File: config.mk
export PLATFORM = sky130hd
export DESIGN_NAME = vend_dispense_ctrl
export DESIGN_NICKNAME = d
export VERILOG_FILES = /design/src/rtl/vend_dispense_ctrl.sv
export SDC_FILE = /design/constraint.sdc
export NUM_CORES = 1
export LEC_CHECK = 0
export ABC_AREA = 1
export CAP_MARGIN = 20
export CORE_MARGIN = 1.5
export CORE_UTILIZATION = 42
export DETAILED_ROUTE_END_ITERATION = 7
export PLACE_DENSITY = 0.66
export SLEW_MARGIN = 15
export SYNTH_ARGS = -nofsm -noshare
export SYNTH_HDL_FRONTEND = slang
export SYNTH_SLANG_ARGS = --single-unit
File: constraint.sdc
create_clock -name clk -period 1.6 [get_ports clk]
set_input_delay 0.16 -clock clk [delete_from_list [all_inputs] [get_ports clk]]
set_output_delay 0.16 -clock clk [all_outputs]
set_load 0.005 [all_outputs]
File: src/rtl/vend_dispense_ctrl.sv
// Vend/change dispense controller: queues sale transactions and sequences one
// product-release strobe followed by one hopper strobe per returned coin.
module vend_dispense_ctrl #(
  parameter int DEPTH   = 4,
  parameter int PULSE_W = 4,
  parameter int TIMEOUT = 255
) (
  input  logic                     clk,
  input  logic                     rst,
  input  logic                     sell,
  input  logic [1:0]               change,
  output logic                     vend_fire,
  input  logic                     vend_done,
  output logic                     coin_fire,
  input  logic                     coin_done,
  output logic                     busy,
  output logic [$clog2(DEPTH):0]   pending,
  output logic                     overflow,
  output logic                     fault,
  input  logic                     fault_clr
);

  localparam int AW   = $clog2(DEPTH);
  localparam int PW   = AW + 1;
  localparam int MAXC = (TIMEOUT > PULSE_W) ? TIMEOUT : PULSE_W;
  localparam int CW   = $clog2(MAXC) + 1;

  typedef enum logic [2:0] {
    S_IDLE,
    S_VEND_PULSE,
    S_VEND_WAIT,
    S_COIN_PULSE,
    S_COIN_WAIT,
    S_FAULT
  } state_t;

  state_t          r_state;
  state_t          w_next;
  logic [1:0]      r_mem [DEPTH];
  logic [AW-1:0]   r_wr_ptr;
  logic [AW-1:0]   r_rd_ptr;
  logic [PW-1:0]   r_count;
  logic [CW-1:0]   r_cnt;
  logic [1:0]      r_coins;
  logic            r_vend_fire;
  logic            r_coin_fire;
  logic            r_busy;
  logic            r_overflow;
  logic            r_fault;
  logic            w_pop;
  logic            w_full;
  logic            w_push;
  logic            w_pulse_end;
  logic            w_to_end;

  assign w_full      = (r_count == PW'(DEPTH));
  assign w_push      = sell && (!w_full || w_pop);
  assign w_pulse_end = (r_cnt == CW'(PULSE_W - 1));
  assign w_to_end    = (r_cnt == CW'(TIMEOUT - 1));

  always_comb begin
    w_next = r_state;
    w_pop  = 1'b0;
    case (r_state)
      S_IDLE:       if (r_count != '0) w_next = S_VEND_PULSE;
      S_VEND_PULSE: if (w_pulse_end) w_next = S_VEND_WAIT;
      S_VEND_WAIT: begin
        if (vend_done) begin
          if (r_coins != '0) begin
            w_next = S_COIN_PULSE;
          end else begin
            w_next = S_IDLE;
            w_pop  = 1'b1;
          end
        end else if (w_to_end) begin
          w_next = S_FAULT;
        end
      end
      S_COIN_PULSE: if (w_pulse_end) w_next = S_COIN_WAIT;
      S_COIN_WAIT: begin
        // r_coins==1 here means this acknowledge returns the last coin
        if (coin_done) begin
          if (r_coins != 2'd1) begin
            w_next = S_COIN_PULSE;
          end else begin
            w_next = S_IDLE;
            w_pop  = 1'b1;
          end
        end else if (w_to_end) begin
          w_next = S_FAULT;
        end
      end
      S_FAULT: begin
        if (fault_clr) begin
          w_next = S_IDLE;
          w_pop  = 1'b1;
        end
      end
      default: w_next = S_IDLE;
    endcase
  end

  always_ff @(posedge clk) begin
    if (!rst && w_push) r_mem[r_wr_ptr] <= change;
  end

  always_ff @(posedge clk) begin
    if (rst) begin
      r_state     <= S_IDLE;
      r_wr_ptr    <= '0;
      r_rd_ptr    <= '0;
      r_count     <= '0;
      r_cnt       <= '0;
      r_coins     <= '0;
      r_vend_fire <= 1'b0;
      r_coin_fire <= 1'b0;
      r_busy      <= 1'b0;
      r_overflow  <= 1'b0;
      r_fault     <= 1'b0;
    end else begin
      r_state <= w_next;

      // One counter serves both strobe width and acknowledge timeout
      if (w_next != r_state || r_state == S_IDLE || r_state == S_FAULT)
        r_cnt <= '0;
      else
        r_cnt <= r_cnt + CW'(1);

      if (r_state == S_IDLE && w_next == S_VEND_PULSE)
        r_coins <= r_mem[r_rd_ptr];
      else if (r_state == S_COIN_WAIT && coin_done)
        r_coins <= r_coins - 2'd1;

      if (w_push) r_wr_ptr <= r_wr_ptr + AW'(1);
      if (w_pop)  r_rd_ptr <= r_rd_ptr + AW'(1);

      case ({w_push, w_pop})
        2'b10:   r_count <= r_count + PW'(1);
        2'b01:   r_count <= r_count - PW'(1);
        default: r_count <= r_count;
      endcase

      if (sell && w_full && !w_pop)
        r_overflow <= 1'b1;
      else if (fault_clr)
        r_overflow <= 1'b0;

      r_vend_fire <= (w_next == S_VEND_PULSE);
      r_coin_fire <= (w_next == S_COIN_PULSE);
      r_busy      <= (w_next != S_IDLE);
      r_fault     <= (w_next == S_FAULT);
    end
  end

  assign vend_fire = r_vend_fire;
  assign coin_fire = r_coin_fire;
  assign busy      = r_busy;
  assign pending   = r_count;
  assign overflow  = r_overflow;
  assign fault     = r_fault;

endmodule

## Yosys cells after proc, flatten, opt, wreduce, memory -nomap -nowiden

Memories as Yosys holds them, arrays and structs flattened. A register that Yosys moved wholly into a read port is not among the register bits.
Cells that the tools add are included.

- Register bits: 26
- Bits in writable memories: 8
- Input port bits: 8
- Output and inout bits: 8
- Word-level logic and storage cells: 78
- Memories kept: 1

Memories:

| name | depth | bits a word | read ports | clocked after memory_dff | write ports | line | RTL |
|---|---|---|---|---|---|---|---|
| r_mem | 4 | 2 | 1 | 1 | 1 | 39 | `logic [1:0] r_mem [DEPTH];` |

- Add/subtract/negate cells: 6
- Equality and inequality tests: 15
- Multiplexer cells: 25
- Reductions and logical operators: 20

Operator list:

| cell | count |
|---|---|
| $mux 3 | 7 |
| $pmux 3 s6 | 1 |
| $eq 3x3->1 const B | 4 |
| $mux 2 | 6 |
| $add 9x1->9 const B | 1 |
| $eq 3x2->1 const B | 3 |
| $eq 9x2->1 const B | 1 |
| $eq 9x8->1 const B | 1 |
| $mux 1 | 9 |
| $reduce_bool 2->1 | 4 |
| $eq 3x1->1 const B | 2 |
| $logic_and 1x1->1 | 6 |
| $pmux 3 s2 | 1 |
| $reduce_bool 3->1 | 2 |
| $add 2x1->2 const B | 2 |
| $add 3x1->3 const B | 1 |
| $logic_not 1->1 | 3 |
| $logic_not 3->1 | 1 |
| $logic_or 1x1->1 | 3 |
| $ne 3x3->1 | 1 |
| $pmux 1 s3 | 1 |
| $sub 3x1->3 const B | 1 |
| $eq 2x1->1 const B | 1 |
| $eq 2x2->1 const B | 1 |
| other kinds (3) | 3 |

## Logic depth before layout (Yosys ltp)

- Depth after elaboration: 9
- Mapped depth: 13
- Depth with buffers taken out: 13

## Worst setup path before layout

OpenSTA, ideal clock, no wires.

- Path type: reg2reg
- Start: reg r_coins[0]
- End: reg r_count[2], in the netlist pending[2]
- Library setup time: 115 ps
- Arrival time: 1,640 ps
- Required time: 1,485 ps
- Path slack: -155 ps
- Cell stages (with the launch flop): 12
- Buffers on the path: 0
- Clock period less this slack: 1,755 ps
- Path through: dfxtp_1 inv_1 ha_1 nand2_1 inv_1 nand4_1 nand3_4 nand2_1 fa_1 nand3b_1 a21oi_1 nor2_1

- Word-level cells in the longest chain between the ends: 8
- Elaborated cells on any way between the ends: 13
- Those cells by class: eq/ne (3); mux (6); reduce/logical (4)

Ends and longest elaborated chain:

| item | line | RTL |
|---|---|---|
| start: declaration | 44 | `logic [1:0] r_coins;` |
| start signal: assignment | 130 | `r_coins <= r_mem[r_rd_ptr];` |
| start signal: assignment | 132 | `r_coins <= r_coins - 2'd1;` |
| $ne 2x1->1 / $reduce_bool 2->1 (equally long branches) | 83, 69 |  |
| $mux 1 (on tied branches) | 83, 69 |  |
| $mux 1 (on tied branches) | 82, 68 |  |
| $pmux 1 s3 * | 64 | `case (r_state)` |
| $logic_or 1x1->1 | 57 | `assign w_push = sell && (!w_full \|\| w_pop);` |
| $logic_and 1x1->1 | 57 |  |
| $eq 2x1->1 / $eq 2x2->1 (equally long branches) | 137 | `case ({w_push, w_pop})` |
| $pmux 3 s2 / $reduce_bool 2->1 (equally long branches) | -- |  |
| end signal: assignment | 138 | `2'b10: r_count <= r_count + PW'(1);` |
| end signal: assignment | 139 | `2'b01: r_count <= r_count - PW'(1);` |
| end signal: assignment | 140 | `default: r_count <= r_count;` |
| end: declaration | 42 | `logic [PW-1:0] r_count;` |

Mark *: on every way between the ends. The rest lies on a longest branch, timed or not.
A chain may end at the register's enable or synchronous reset.

## Worst setup path after layout

- Start: reg r_coins[0]
- End: reg r_count[1], in the netlist pending[1]

The elaborated chain is that of the path after synthesis.

==> impl_metrics.env <==
export IMPL_outcome="finished, violations left"
export IMPL_violations="negative setup slack"
export IMPL_cts_hold_repair_buffers=0
export IMPL_power_density_nw_per_um2=773.2
export IMPL_path_class="flip-flop to flip-flop"
export IMPL_gp_congestion=0.7881
export IMPL_worstRegToRegCells=11
export IMPL_p_leak_uw=0.001270
export IMPL_crit_path_end_kind="flip-flop"
export IMPL_clockBufferDepth=2
export IMPL_seq_area_frac_synth_pct=39.85
export IMPL_finalWorstSetupSlack_ps=-163.3
export IMPL_dominantRegCellSynth="dfxtp_1"
export IMPL_drcViolationCount=0
export IMPL_htree_levels=2
export IMPL_maxSlewViolCount=0
export IMPL_synth_area_per_cell_sq_um=7.819
export IMPL_numCtsBuffers=5
export IMPL_yosys_register_bits=36
export IMPL_r2r_start="r_coins[0]"
export IMPL_fp_dieW_um=72.17
export IMPL_dp_hpwl_um=3141
export IMPL_fin_crit_ps=1763
export IMPL_crit_cells=11
export IMPL_drive_gt1_share_pct=46.04
export IMPL_root_buffer="clkbuf_8"
export IMPL_skew_ps=7.211
export IMPL_finalSetupViolations=22
export IMPL_crit_arrival_ps=1950
export IMPL_pwr_share_comb_pct=21.0
export IMPL_crit_slowest_cell="fa_2"
export IMPL_viasPerCell=4.884
export IMPL_holdWs_ps=467.9
export IMPL_syn2layout_area_growth_pct=49.81
export IMPL_dieArea_sq_um=5209
export IMPL_fp_row_count=24
export IMPL_syn_area_sq_um=2009
export IMPL_whs_path_depth=2
export IMPL_netlist_top_cells_area="dfxtp_1 28%, edfxtp_1 12%, nand2_1 9.0%"
export IMPL_critical_path_max_fanout=3
export IMPL_yosysTopAreaCellShare_pct=27.90
export IMPL_synth_xor_area_share_pct=3.051
export IMPL_nFillCells=344
export IMPL_peakVddDrop_uv=557.0
export IMPL_io_pins=16
export IMPL_yosys_area_top_type="dfxtp_1"
export IMPL_rsz0062_at_grt="yes"
export IMPL_post_drt_wl_per_cell_um=12.92
export IMPL_relSlewSlack_pct=83.03
export IMPL_hp_class="flip-flop to flip-flop"
export IMPL_tightest_slew_ps=253.9
export IMPL_grt_pass1_vias=1690
export IMPL_power_frac_clock_pct=36.3
export IMPL_groute_usage_overall_pct=18.82
export IMPL_cp_top_family="adder cells"
export IMPL_cts_reportedPaths_clkPinSlew_ps=80
export IMPL_grt_pass1_wl_um=7631
export IMPL_r2r_end="pending[1]"
export IMPL_overflow=0
export IMPL_fmax_mhz=567.1
export IMPL_ys_async_sr_fraction_pct=0
export IMPL_cts_tree="yes"
export IMPL_crit_chain="inv_2 -> ha_4 -> nand2_2 -> inv_2 -> nand4_1 -> nand3_4 -> nand2_4 -> fa_2 -> inv_1 -> nor2_1 -> nor2_1"
export IMPL_synth_warnings=0
export IMPL_finish_utilization_pct=67.28
export IMPL_start_kind="flip-flop"
export IMPL_cts_sinks=36
export IMPL_crit_buf_inv=3
export IMPL_clk_latency_ps=290
export IMPL_synth_cell_types=33
export IMPL_finalCritPeriodShare_pct=110.2
export IMPL_synth_cells=257
export IMPL_synth_top_family_by_area="simple AND/OR/NAND/NOR gates"
export IMPL_pwr_share_seq_pct=42.8
export IMPL_syn_nets=274
export IMPL_vias=1856
export IMPL_firstDrtPassIters=4
export IMPL_power_uw=2328
export IMPL_drt_initial_drc_count=76
export IMPL_port_buffers=15
export IMPL_start_util_pct=44.91
export IMPL_synth_compound_area_share_pct=5.666
export IMPL_routed_wl_um=4909
export IMPL_antenna_cells=0
export IMPL_nets=344
export IMPL_synth_edf_count=8
export IMPL_synthAdderAreaFrac_pct=5.978
export IMPL_drv_cap=0
export IMPL_grt_max_degree=12
export IMPL_ff2ff_setup_slack_ps=-160
export IMPL_swShare_pct=27.48
export IMPL_synth_most_common_cell="nand2_1"
export IMPL_slowest_delay_ps=520
export IMPL_finalHoldViolCount=0
export IMPL_fp_dieH_um=72.17
export IMPL_synth_area_mux_share_pct=0
export IMPL_coreArea_sq_um=4474
export IMPL_p_sw_uw=639.6
export IMPL_synth_simple_gate_area_share_pct=35.43
export IMPL_min_to="r_rd_ptr[1]"
export IMPL_antenna_found_initial=0
export IMPL_min_delay_start="r_rd_ptr[1]"
export IMPL_yosys_top_cells_count="48 x nand2_1, 40 x inv_1, 39 x nor2_1"
export IMPL_critPathRequiredTime_ps=1790
export IMPL_intPower_uw=1688
export IMPL_ant_nets=0
[cell type report]
type / instances / area (sq um) / share of cell area (%)
inverters: 46 / 177.7 / 5.902
clock buffers: 6 / 82.58 / 2.743
multi-input cells: 174 / 1284 / 42.64
well taps: 52 / 65.06 / 2.161
flip-flops and latches: 36 / 819.5 / 27.22
repair buffers: 64 / 548.0 / 18.20
clock inverters: 2 / 33.78 / 1.122
[logic make-up after synthesis]
| logic type | Yosys count |
|---|---|
| AND/OR/NAND/NOR | 136 |
| buffers and inverters | 49 |
| flip-flops | 36 |
| AO/OA/AOI/OAI | 20 |
| adder cells (fa/ha/maj) | 9 |
| XOR/XNOR | 7 |
[cells in the final DEF, fill, tap and decap left out, types with 2 or more instances in the layout]
cell type        synthesis  layout
nand2_4                  1       7
nand2_1                 48      31
nand3_1                 11       7
ha_4                     0       3
nand2_2                  6      18
buf_6                    1       8
nand3_2                  4       7
buf_4                    2      41
nor2_4                   3      11
nor3_1                   4       2
clkinv_1                 1       2
clkdlybuf4s50_1          0      15
a311oi_1                 2       2
edfxtp_1                 8       8
ha_1                     8       5
dfxtp_2                  0       3
inv_1                   40      34
inv_2                    4       9
nor2_1                  39      27
nand4_1                  2       2
nand3_4                  2       4
nor2_2                   3       7
clkbuf_8                 0       6
o22ai_1                  2       2
dfxtp_4                  0       4
nor3_4                   0       2
inv_4                    1       2
xor2_1                   6       6
o21ai_2                  1       4
nor3_2                  10      10
dfxtp_1                 28      21
a21oi_1                  6       5
o21ai_0                  8       5
[worst max path at each step]
stage | start | endpoint | slack, ps
2_1_floorplan | r_coins[1] | pending[2] | -120
3_3_place_gp | vend_done | pending[2] | -340
3_5_place_dp | vend_done | pending[2] | -350
4_1_cts | r_coins[0] | pending[2] | -140
5_1_grt | r_coins[0] | pending[2] | -250
6_report | r_coins[0] | pending[1] | -160
[power groups by stage]
stage | sequential, uW | clock (uW) | combinational, uW
after global placement | 1010 | 0 | 373
after detailed placement | 1010 | 0 | 380
after CTS | 995 | 845 | 407
after global routing | 1000 | 884 | 527
after floorplan | 1010 | 0 | 215
final | 996 | 844 | 488
[per-stage QoR]
stage	setup WS (ps)	cells	setup TNS (ps)	area (sq um)
after CTS	-143.6	373	-1452	2725
after global placement	-342.0	358	-4225	2501
after global routing	-246.9	380	-3862	3010
after detailed placement	-346.3	358	-4647	2501
after floorplan	-122.8	257	-208.5	2034
final	-163.3	380	-1634	3010
[metal layers]
metal | global-route usage, % | share of wire, %
met1 | 25.81 | 48
met2 | 29.22 | 48
met5 | 0 | 0
met3 | 4.583 | 3.0
met4 | 6.289 | 1.2
[flip-flops by register name (all words and copies together) (netlist names), named ones only]
signal,cells
r_cnt,9
r_mem,8
pending,3
r_state,3
r_coins,2
r_rd_ptr,2
r_wr_ptr,2
busy,1
coin_fire,1
fault,1
overflow,1
vend_fire,1
[worst min-delay path: stages (launching register included)]
cell and delay (ps):
dfxtp_1 300, inv_1 60, a21oi_1 70
[repair_timing]
item	CTS	global route
gates cloned	1	1
setup buffers	6	8
pin swaps	21	29
hold endpoints to repair	0	0
setup endpoints to repair	23	29
gates resized for setup	23	62
(Power assumes the default switching activity.)
